### src/rtl/pipelined_subtractor.sv
// Pipelined ripple-borrow subtractor: diff = a - b - bin, one CHUNK-bit slice per stage, valid/ready stream.
// Define SUB_OVF_EN to add the registered signed-overflow output ovf. WIDTH must be a multiple of CHUNK.
module pipelined_subtractor #(
   parameter int WIDTH = 16,
   parameter int CHUNK = 4
) (
   input  logic             clk,
   input  logic             rst_n,
   input  logic             in_valid,
   output logic             in_ready,
   input  logic [WIDTH-1:0] a,
   input  logic [WIDTH-1:0] b,
   input  logic             bin,
   output logic             out_valid,
   input  logic             out_ready,
   output logic [WIDTH-1:0] diff,
   output logic             bout
`ifdef SUB_OVF_EN
   ,
   output logic             ovf
`endif
);
   localparam int STAGES = WIDTH / CHUNK;

   function automatic logic [CHUNK:0] sub_chunk(input logic [CHUNK-1:0] x,
                                                input logic [CHUNK-1:0] y,
                                                input logic             bi);
      logic [CHUNK-1:0] d;
      logic             bo;
      d  = '0;
      bo = bi;
      for (int i = 0; i < CHUNK; i++) begin
         d[i] = x[i] ^ y[i] ^ bo;
         bo   = (~x[i] & y[i]) | (bo & ~(x[i] ^ y[i]));
      end
      return {bo, d};
   endfunction

   logic advance;
   assign advance  = out_ready | ~out_valid;
   assign in_ready = advance;

   for (genvar s = 0; s < STAGES; s++) begin : g_st
      // Stage s sees only the operand bits not yet resolved; its low CHUNK bits are this slice.
      localparam int IW = WIDTH - s * CHUNK;
      localparam int DW = (s + 1) * CHUNK;

      logic [IW-1:0]  a_in;
      logic [IW-1:0]  b_in;
      logic           bi_in;
      logic           vld_in;
      logic [CHUNK:0] res_d;
      logic [DW-1:0]  diff_d;
      logic [DW-1:0]  diff_q;
      logic           bor_q;
      logic           vld_q;

      if (s == 0) begin : g_head
         assign a_in   = a;
         assign b_in   = b;
         assign bi_in  = bin;
         assign vld_in = in_valid;
         assign diff_d = res_d[CHUNK-1:0];
      end else begin : g_body
         assign a_in   = g_st[s-1].g_fwd.a_q;
         assign b_in   = g_st[s-1].g_fwd.b_q;
         assign bi_in  = g_st[s-1].bor_q;
         assign vld_in = g_st[s-1].vld_q;
         assign diff_d = {res_d[CHUNK-1:0], g_st[s-1].diff_q};
      end

      assign res_d = sub_chunk(a_in[CHUNK-1:0], b_in[CHUNK-1:0], bi_in);

      always_ff @(posedge clk or negedge rst_n) begin
         if (!rst_n) begin
            vld_q  <= 1'b0;
            bor_q  <= 1'b0;
            diff_q <= '0;
         end else if (advance) begin
            vld_q  <= vld_in;
            bor_q  <= res_d[CHUNK];
            diff_q <= diff_d;
         end
      end

      if (s < STAGES - 1) begin : g_fwd
         logic [IW-CHUNK-1:0] a_q;
         logic [IW-CHUNK-1:0] b_q;

         // Operand bits are pure data: bubbles carry don't-care values guarded by vld_q.
         always_ff @(posedge clk) begin
            if (advance) begin
               a_q <= a_in[IW-1:CHUNK];
               b_q <= b_in[IW-1:CHUNK];
            end
         end
      end
   end

   assign out_valid = g_st[STAGES-1].vld_q;
   assign diff      = g_st[STAGES-1].diff_q;
   assign bout      = g_st[STAGES-1].bor_q;

`ifdef SUB_OVF_EN
   logic a_msb;
   logic b_msb;
   logic ovf_d;
   logic ovf_q;

   // The sign bits ride along as the top of the unresolved operand slice into the last stage.
   assign a_msb = g_st[STAGES-1].a_in[CHUNK-1];
   assign b_msb = g_st[STAGES-1].b_in[CHUNK-1];
   assign ovf_d = (a_msb ^ b_msb) & (g_st[STAGES-1].res_d[CHUNK-1] ^ a_msb);

   always_ff @(posedge clk or negedge rst_n) begin
      if (!rst_n) begin
         ovf_q <= 1'b0;
      end else if (advance) begin
         ovf_q <= ovf_d;
      end
   end

   assign ovf = ovf_q;
`endif

endmodule

### config.mk
export PLATFORM = sky130hd
export DESIGN_NAME = pipelined_subtractor
export DESIGN_NICKNAME = d
export VERILOG_FILES = /design/src/rtl/pipelined_subtractor.sv
export SDC_FILE = /design/constraint.sdc
export NUM_CORES = 1
export LEC_CHECK = 0
export ABC_AREA = 1
export CAP_MARGIN = 20
export CORE_ASPECT_RATIO = 0.6
export CORE_MARGIN = 4
export CORE_UTILIZATION = 53
export DETAILED_ROUTE_END_ITERATION = 8
export PLACE_DENSITY = 0.9
export SLEW_MARGIN = 20
export SYNTH_ARGS = -nofsm -noshare
export SYNTH_HDL_FRONTEND = slang
export SYNTH_SLANG_ARGS = --single-unit
### constraint.sdc
create_clock -name clk -period 3 [get_ports clk]
set_clock_uncertainty 0.15 [all_clocks]
set_input_delay 0.9 -clock clk [delete_from_list [all_inputs] [get_ports clk]]
set_output_delay 0.9 -clock clk [all_outputs]
set_load 0.01 [all_outputs]
# Word level (Yosys, flattened, before mapping)
# Index checks and enable logic that the tools add are counted.
# totals
regBits	96
inputBits	37
out_inout_bits	19
# op_classes
n_bitwise	114
# ops
op	n
$not 1->1	33
$and 1x1->1	32
$xor 1x1->1	32
$or 1x1->1	17

# Longest topological paths before layout
# Gate-level depths: netlist of run 1.
# logic_depth
depth_word	10
depth_mapped	11
ltp_nobuf	11

# Worst setup path before layout of run 1
# Ideal clock, no wire load.
# synth_path
kind	input -> output
from	input port out_ready
to	output port in_ready
arrival_ns	1.715
path_slack_ns	0.235
required_time_ns	1.950
stages	3
path_cell_list	inv_2 -> nand2_2 -> buf_2
# synth_between
elab_chain_cells	1
# synth_lines
element	line	rtl
start: declaration	15	input logic out_ready,
$or 1x1->1	40	assign advance = out_ready | ~out_valid;
end: declaration	10	output logic in_ready,
# No other way between the ends.

# Worst setup path in the final report of run 1
# layout_path
from	input port a[0]
to	register g_st[0].diff_q[3]
# layout_between
elab_chain_cells	9
# layout_lines
element	line	rtl
start: declaration	11	input logic [WIDTH-1:0] a,
$xor 1x1->1	34	bo = (~x[i] & y[i]) | (bo & ~(x[i] ^ y[i]));
$not 1->1	34	
$and 1x1->1	34	
$or 1x1->1 (*)	34	
$and 1x1->1 (*)	34	
$or 1x1->1 (*)	34	
$and 1x1->1 (*)	34	
$or 1x1->1 (*)	34	
$xor 1x1->1 (*)	33	d[i] = x[i] ^ y[i] ^ bo;
net g_st[0].diff_d[3]	53	logic [DW-1:0] diff_d;
end signal: assignment	82	diff_q <= diff_d;
end: declaration	54	logic [DW-1:0] diff_q;
# The timed path passes the listed nets; every way through them passes the cells marked *.
# A chain may end at the register's enable or synchronous reset.

==> impl_metrics.ini, run 1 <==
[clocking]
clk_transition_reported_paths_ps = 60
cts.path.max_buffers = 2
cts_num_sinks = 96
cts.htree.levels = 3
tritoncts = done
cts_buffers = 9
post-cts-setup-buffer-count = 0
clock-root-buffer = sky130_fd_sc_hd__clkbuf_16
worst_skew_pair.late_latency_ps = 340

[floorplanning]
die_footprint_um2 = 8650
die_w_um = 117
fp.coreArea_um2 = 6820
initial_utilization = 0.559
ios = 56
die_height_um = 73.7
rows = 23

[detailed_routing]
total_wire_length_um = 6400
vias = 2329
routed_wire_length_per_instance_um = 13.9
wirelength_met1_um = 2570
detail_route.vias_per_cell = 5.06
dr.pass1.iters = 4
dr.max_layer_used = met5
drtAntennaViolNets = 0
met3WireLength_um = 351
drt_iter0_markers = 295
route.detailed.drc = 0
routed-wl-met2_um = 3340

[sta]
fin_hold_ws_ps = 267
slew_violations = 0
fin_crit_ps = 2890
rsz0062_at_grt = no
hold_viol = 0
final.setup.worst_slack_ps = 111
max_clock_freq_ghz = 0.346
period_share = 0.963
worst_pin_slew_ps = 1020
finalSetupViolations = 0
max-slew-margin-rel = 0.318

[global_routing]
grt_antenna_before_repair = 1
grt_remaining_overflow = 0
vias_in_the_first_global_route = 2422
combined_global_route_utilization_of_all_metal_layers = 0.168
grt_max_degree = 97
grt_first_pass_wirelength_um = 11000

[power_and_ir_drop]
fin_total_pwr_mw = 4.60
p_per_area_nw_per_um2 = 976
cell_leakage_power_nw = 2.20
ir_worst_vdd_mv = 0.414

[logic_synthesis]
postSynthCellCount = 312
synthDistinctLibCells = 11
synth_simple_gate_area_share = 0.157
yosysSeqAreaShare = 0.694
total_of_warnings_raised_by_yosys = 0
mappedNetlistArea_um2 = 3810
syn_area_per_cell_um2 = 12.2
synth_adder_area_share = 0.0841
synth_xor_area_frac = 0
yosys_register_bits = 96
combinational_family_with_the_most_area_after_synthesis = simple AND/OR/NAND/NOR gates
synth_nets = 365
yosys-mux-area-fraction = 0
synth_compound_gate_area_share = 0

[layout]
drive_gt1_frac = 0.0670
layout.nets = 421
layout.area.seq_um2 = 2640
fillerInstances = 507
area.growth.synth_to_final_pct = 23.6
fin_util = 0.691
antenna_diode_count = 0
multiInputGateArea_um2 = 923

[status]
outcome = finished clean

[setup_path]
critPathMaxFanout = 1
reg2regPathDepth = 9
critical_path_class = input port to register
start_kind = input port
endpoint_kind = register
required_time_of_the_critical_path_ps = 3080
arrival_time_of_data_at_the_critical_path_endpoint_ps = 2960

[place]
place_hpwl_um = 4040
place.port_buffers = 55
finalWeightedCongestion = 0.757
detailedPlace.worstSlack_ps = -269

[hold_path]
worstHoldPathType = register to register
min_path_cells = 0

[flow_run]
drv.max_cap_violation_count = 0
-- metal layers --
metal  vias up  global-route usage
met5         -                   0
met1      1161               0.191
met4         2              0.0792
met2        55               0.288
li1       1096                   -
met3        15              0.0646
-- state kept, by name (all words and copies together), names as in the netlist --
name / count
bout: 1
diff: 16
g_st.bor_q: 3
g_st.diff_q: 24
g_st.g_fwd.a_q: 24
g_st.g_fwd.b_q: 24
g_st.vld_q: 3
out_valid: 1
-- per-stage QoR --
stage | setup TNS, ps | instance area (um^2) | std cells
3_5_place_dp | -407 | 4420 | 444
4_1_cts | 0 | 4710 | 460
6_report | 0 | 4710 | 460
5_1_grt | 0 | 4710 | 460
2_1_floorplan | 0 | 3810 | 312
3_3_place_gp | -292 | 4420 | 444
-- cell type report --
| type | count | share of cell area |
|---|---|---|
| multi-input cells | 159 | 0.196 |
| flip-flops and latches | 96 | 0.561 |
| repair buffers | 60 | 0.124 |
| clock buffers | 9 | 0.0478 |
| well taps | 87 | 0.0231 |
| clock inverters | 7 | 0.0149 |
| inverters | 42 | 0.0335 |
-- cell families (layout without fill, tap and decap cells) --
logic type,Yosys count,in the layout
flip-flops,96,96
adder cells (fa/ha/maj),16,16
AND/OR/NAND/NOR,143,143
buffers and inverters,57,118
-- cells in the final DEF, fill, tap and decap left out, types with 3 or more instances in the layout --
cell                              Yosys  layout
sky130_fd_sc_hd__clkbuf_16            0       9
sky130_fd_sc_hd__inv_1               41      41
sky130_fd_sc_hd__clkdlybuf4s50_1      0      53
sky130_fd_sc_hd__buf_4                7       5
sky130_fd_sc_hd__clkinv_2             0       3
sky130_fd_sc_hd__fa_1                16      16
sky130_fd_sc_hd__dfrtp_1             48      47
sky130_fd_sc_hd__nand2_1             95      95
sky130_fd_sc_hd__edfxtp_1            48      48
sky130_fd_sc_hd__nand3_1             47      47
-- cell usage after synthesis --
library cell               instances  area, um^2
sky130_fd_sc_hd__nand2_1          95         357
sky130_fd_sc_hd__dfrtp_1          48        1200
sky130_fd_sc_hd__edfxtp_1         48        1440
sky130_fd_sc_hd__nand3_1          47         235
sky130_fd_sc_hd__inv_1            41         154
sky130_fd_sc_hd__fa_1             16         320
sky130_fd_sc_hd__buf_2             7        35.0
sky130_fd_sc_hd__buf_4             7        52.6
sky130_fd_sc_hd__clkbuf_1          1        3.75
sky130_fd_sc_hd__inv_2             1        3.75
sky130_fd_sc_hd__nand2_2           1        6.26
-- final timing paths --
check / slack [ps] / to / start
setup / recovery: 110 / g_st[0].diff_q[3] / a[0]
min in group asynchronous: 360 / diff[1] / rst_n
max in group asynchronous: 1750 / g_st[1].diff_q[7] / rst_n
setup reg to reg: 590 / diff[15] / g_st[2].bor_q
hold / removal: 270 / g_st[1].g_fwd.b_q[4] / g_st[0].g_fwd.b_q[8]
hold reg to reg: 270 / g_st[1].g_fwd.b_q[4] / g_st[0].g_fwd.b_q[8]
-- where the power goes --
part,internal [mW],switching [mW],total (mW)
clock network,0.647,0.482,1.13
logic,0.565,0.739,1.30
registers,1.93,0.235,2.17
-- what timing repair did --
item,4_1_cts,5_1_grt
setup endpoints to repair,1,0
hold buffers,0,0
gates resized for setup,1,0
-- worst max-delay path: stages --
cell and delay [ps]:
sky130_fd_sc_hd__clkdlybuf4s50_1 480, sky130_fd_sc_hd__fa_1 180, sky130_fd_sc_hd__inv_1 50, sky130_fd_sc_hd__fa_1 370, sky130_fd_sc_hd__fa_1 360, sky130_fd_sc_hd__inv_1 70
sky130_fd_sc_hd__fa_1 400, sky130_fd_sc_hd__nand2_1 80, sky130_fd_sc_hd__nand2_1 70
(Power assumes the default switching activity.)
==> run 2, diff against run 1 <==
--- a/config.mk
+++ b/config.mk
@@ -9,9 +9,9 @@
 export CAP_MARGIN = 20
 export CORE_ASPECT_RATIO = 0.6
 export CORE_MARGIN = 4
-export CORE_UTILIZATION = 53
+export CORE_UTILIZATION = 58
 export DETAILED_ROUTE_END_ITERATION = 8
-export PLACE_DENSITY = 0.9
+export PLACE_DENSITY = 0.95
 export SLEW_MARGIN = 20
 export SYNTH_ARGS = -nofsm -noshare
 export SYNTH_HDL_FRONTEND = slang
==> constraint.sdc (replaced) <==
create_clock -name clk -period 3.64 [get_ports clk]
set_clock_uncertainty 0.15 [all_clocks]
set_input_delay 1.092 -clock clk [delete_from_list [all_inputs] [get_ports clk]]
set_output_delay 1.092 -clock clk [all_outputs]
set_load 0.01 [all_outputs]
==> run 2 against run 1 <==
Compared with the run above:
- worst setup slack better by 45 ps
- largest power group unchanged
- flip-flop and latch count stayed put
- power is 21% lower
- routed wire length is 2.2% lower
- final cell count is 1.1% lower
- first-iteration DRC count is 1.4% lower
- highest routed layer is now met4
- critical path depth is 5 lower
- clock power is 33% lower
- sequential power is 18% lower
- register-to-register slack better by 620 ps
- sequential share of layout area is 0.99 points higher
==> impl_metrics.ini, run 2 (synthesized netlist as in run 1, its figures left out) <==
[global_routing]
vias_in_the_first_global_route = 2291
combined_global_route_utilization_of_all_metal_layers = 0.173
grt_max_degree = 97
grt_first_pass_wirelength_um = 10700
grt_remaining_overflow = 0
grt_antenna_before_repair = 0

[layout]
final_common_cell = sky130_fd_sc_hd__nand2_1
largestRegisters = g_st.diff_q (24), g_st.g_fwd.a_q (24), g_st.g_fwd.b_q (24)
layout.nets = 419
antenna_diode_count = 0
drive_gt1_frac = 0.0593
fin_util = 0.740
most-common-layout-cells = sky130_fd_sc_hd__nand2_1 (95), sky130_fd_sc_hd__clkdlybuf4s50_1 (54), sky130_fd_sc_hd__dfrtp_1 (48), sky130_fd_sc_hd__edfxtp_1 (48), sky130_fd_sc_hd__nand3_1 (47)
area.growth.synth_to_final_pct = 21.4
stdcell_area_um2 = 4630

[hold_path]
worstHoldPathType = register to register

[sta]
hold_viol = 0
fin_crit_ps = 3480
worst_pin_slew_ps = 1020
slew_violations = 0
period_share = 0.957
rsz0062_at_grt = no
max_clock_freq_ghz = 0.287
max-slew-margin-rel = 0.321
setup_tns_ps = 0
finalSetupViolations = 0

[floorplanning]
fp.coreArea_um2 = 6250
die_height_um = 70.8
ios = 56
die_footprint_um2 = 7970
rows = 22
die_w_um = 113
initial_utilization = 0.610

[detailed_routing]
total_wire_length_um = 6260
vias = 2246
detail_route.vias_per_cell = 4.94
route.detailed.drc = 0
dr.pass1.iters = 4
routed_wire_length_per_instance_um = 13.8
drt_iter0_markers = 291
drtAntennaViolNets = 0

[setup_path]
critical_path_class = input port to primary output
start_kind = input port
endpoint_kind = primary output
critical_path_max_stage_delay_ps = 540
path_cells = clkdlybuf4s50_1 -> inv_2 -> nand2_4 -> clkdlybuf4s50_1
timing.critical_path.slowest_stage_cell = sky130_fd_sc_hd__clkdlybuf4s50_1
path_buf_inv = 3
critical-path-top-cell-by-count = sky130_fd_sc_hd__clkdlybuf4s50_1
arrival_time_of_data_at_the_critical_path_endpoint_ps = 2240
path_delay_family = buffers and inverters
critPathMaxFanout = 2
required_time_of_the_critical_path_ps = 2400

[clocking]
clock-root-buffer = sky130_fd_sc_hd__clkbuf_8
cts_buffers = 9
cts-hold-fix-buffers = 0
clk_transition_reported_paths_ps = 90
cts_repair_resize_count = 0
cts.path.max_buffers = 2
cts_num_sinks = 96
post-cts-setup-buffer-count = 0
tritoncts = done
cts.htree.levels = 3
worst_skew_pair.late_latency_ps = 350

[power_and_ir_drop]
p_per_area_nw_per_um2 = 784
fin_total_pwr_mw = 3.63
ir_worst_vdd_mv = 0.375
cell_leakage_power_nw = 2.16

[place]
finalWeightedCongestion = 0.767
place_area_um2 = 4400
place_hpwl_um = 3990
place.port_buffers = 55

[flow_run]
drv.max_cap_violation_count = 0

[status]
outcome = finished clean
-- run 2: metal layers --
metal / vias to the layer above / GRT usage / wire length, um
met5: - / 0 / 0
met4: 0 / 0.0560 / 38
met3: 4 / 0.0573 / 353
met2: 62 / 0.281 / 3270
met1: 1083 / 0.224 / 2600
li1: 1097 / - / -
-- run 2: area by class of cell --
class | instances | area (um^2)
fill | 404 | 1620
inverter | 42 | 158
tap | 84 | 105
clock inverter | 6 | 90.1
timing repair buffer | 58 | 571
multi-input combinational | 159 | 923
sequential | 96 | 2640
clock buffer | 10 | 138
-- run 2: metrics by stage --
stage,cells,worst slack [ps],hold slack (ps)
final,455,157,276
after global routing,455,131,284
after CTS,455,145,276
after detailed placement,439,148,255
after global placement,439,182,250
after floorplan,312,491,250
-- run 2: final timing paths --
check                                          start                   end  slack, ps  cells past startpoint
worst max register to register         g_st[2].bor_q              diff[15]       1210                      9
min in group asynchronous                      rst_n               diff[4]        580                      1
worst max-delay path                       out_ready              in_ready        160                      4
worst min register to register  g_st[1].g_fwd.b_q[4]  g_st[2].g_fwd.b_q[0]        280                      0
worst min-delay path            g_st[1].g_fwd.b_q[4]  g_st[2].g_fwd.b_q[0]        280                      0
max in group asynchronous                      rst_n     g_st[1].diff_q[5]       2360                      1
-- run 2: power breakdown --
group          internal (mW)  leakage, nW  total, mW  switching, mW
Clock                  0.408        0.109      0.762          0.354
Sequential              1.59         1.07       1.78          0.196
Combinational          0.470        0.975       1.08          0.610
Total                   2.47         2.16       3.63           1.16
-- run 2: worst reg2reg max path, stage by stage (launching register included) --
cell	delay (ps)
sky130_fd_sc_hd__dfrtp_1	400
sky130_fd_sc_hd__inv_1	100
sky130_fd_sc_hd__fa_1	180
sky130_fd_sc_hd__inv_1	50
sky130_fd_sc_hd__fa_1	410
sky130_fd_sc_hd__fa_1	410
sky130_fd_sc_hd__inv_1	90
sky130_fd_sc_hd__fa_1	410
sky130_fd_sc_hd__nand2_1	80
sky130_fd_sc_hd__nand2_1	60
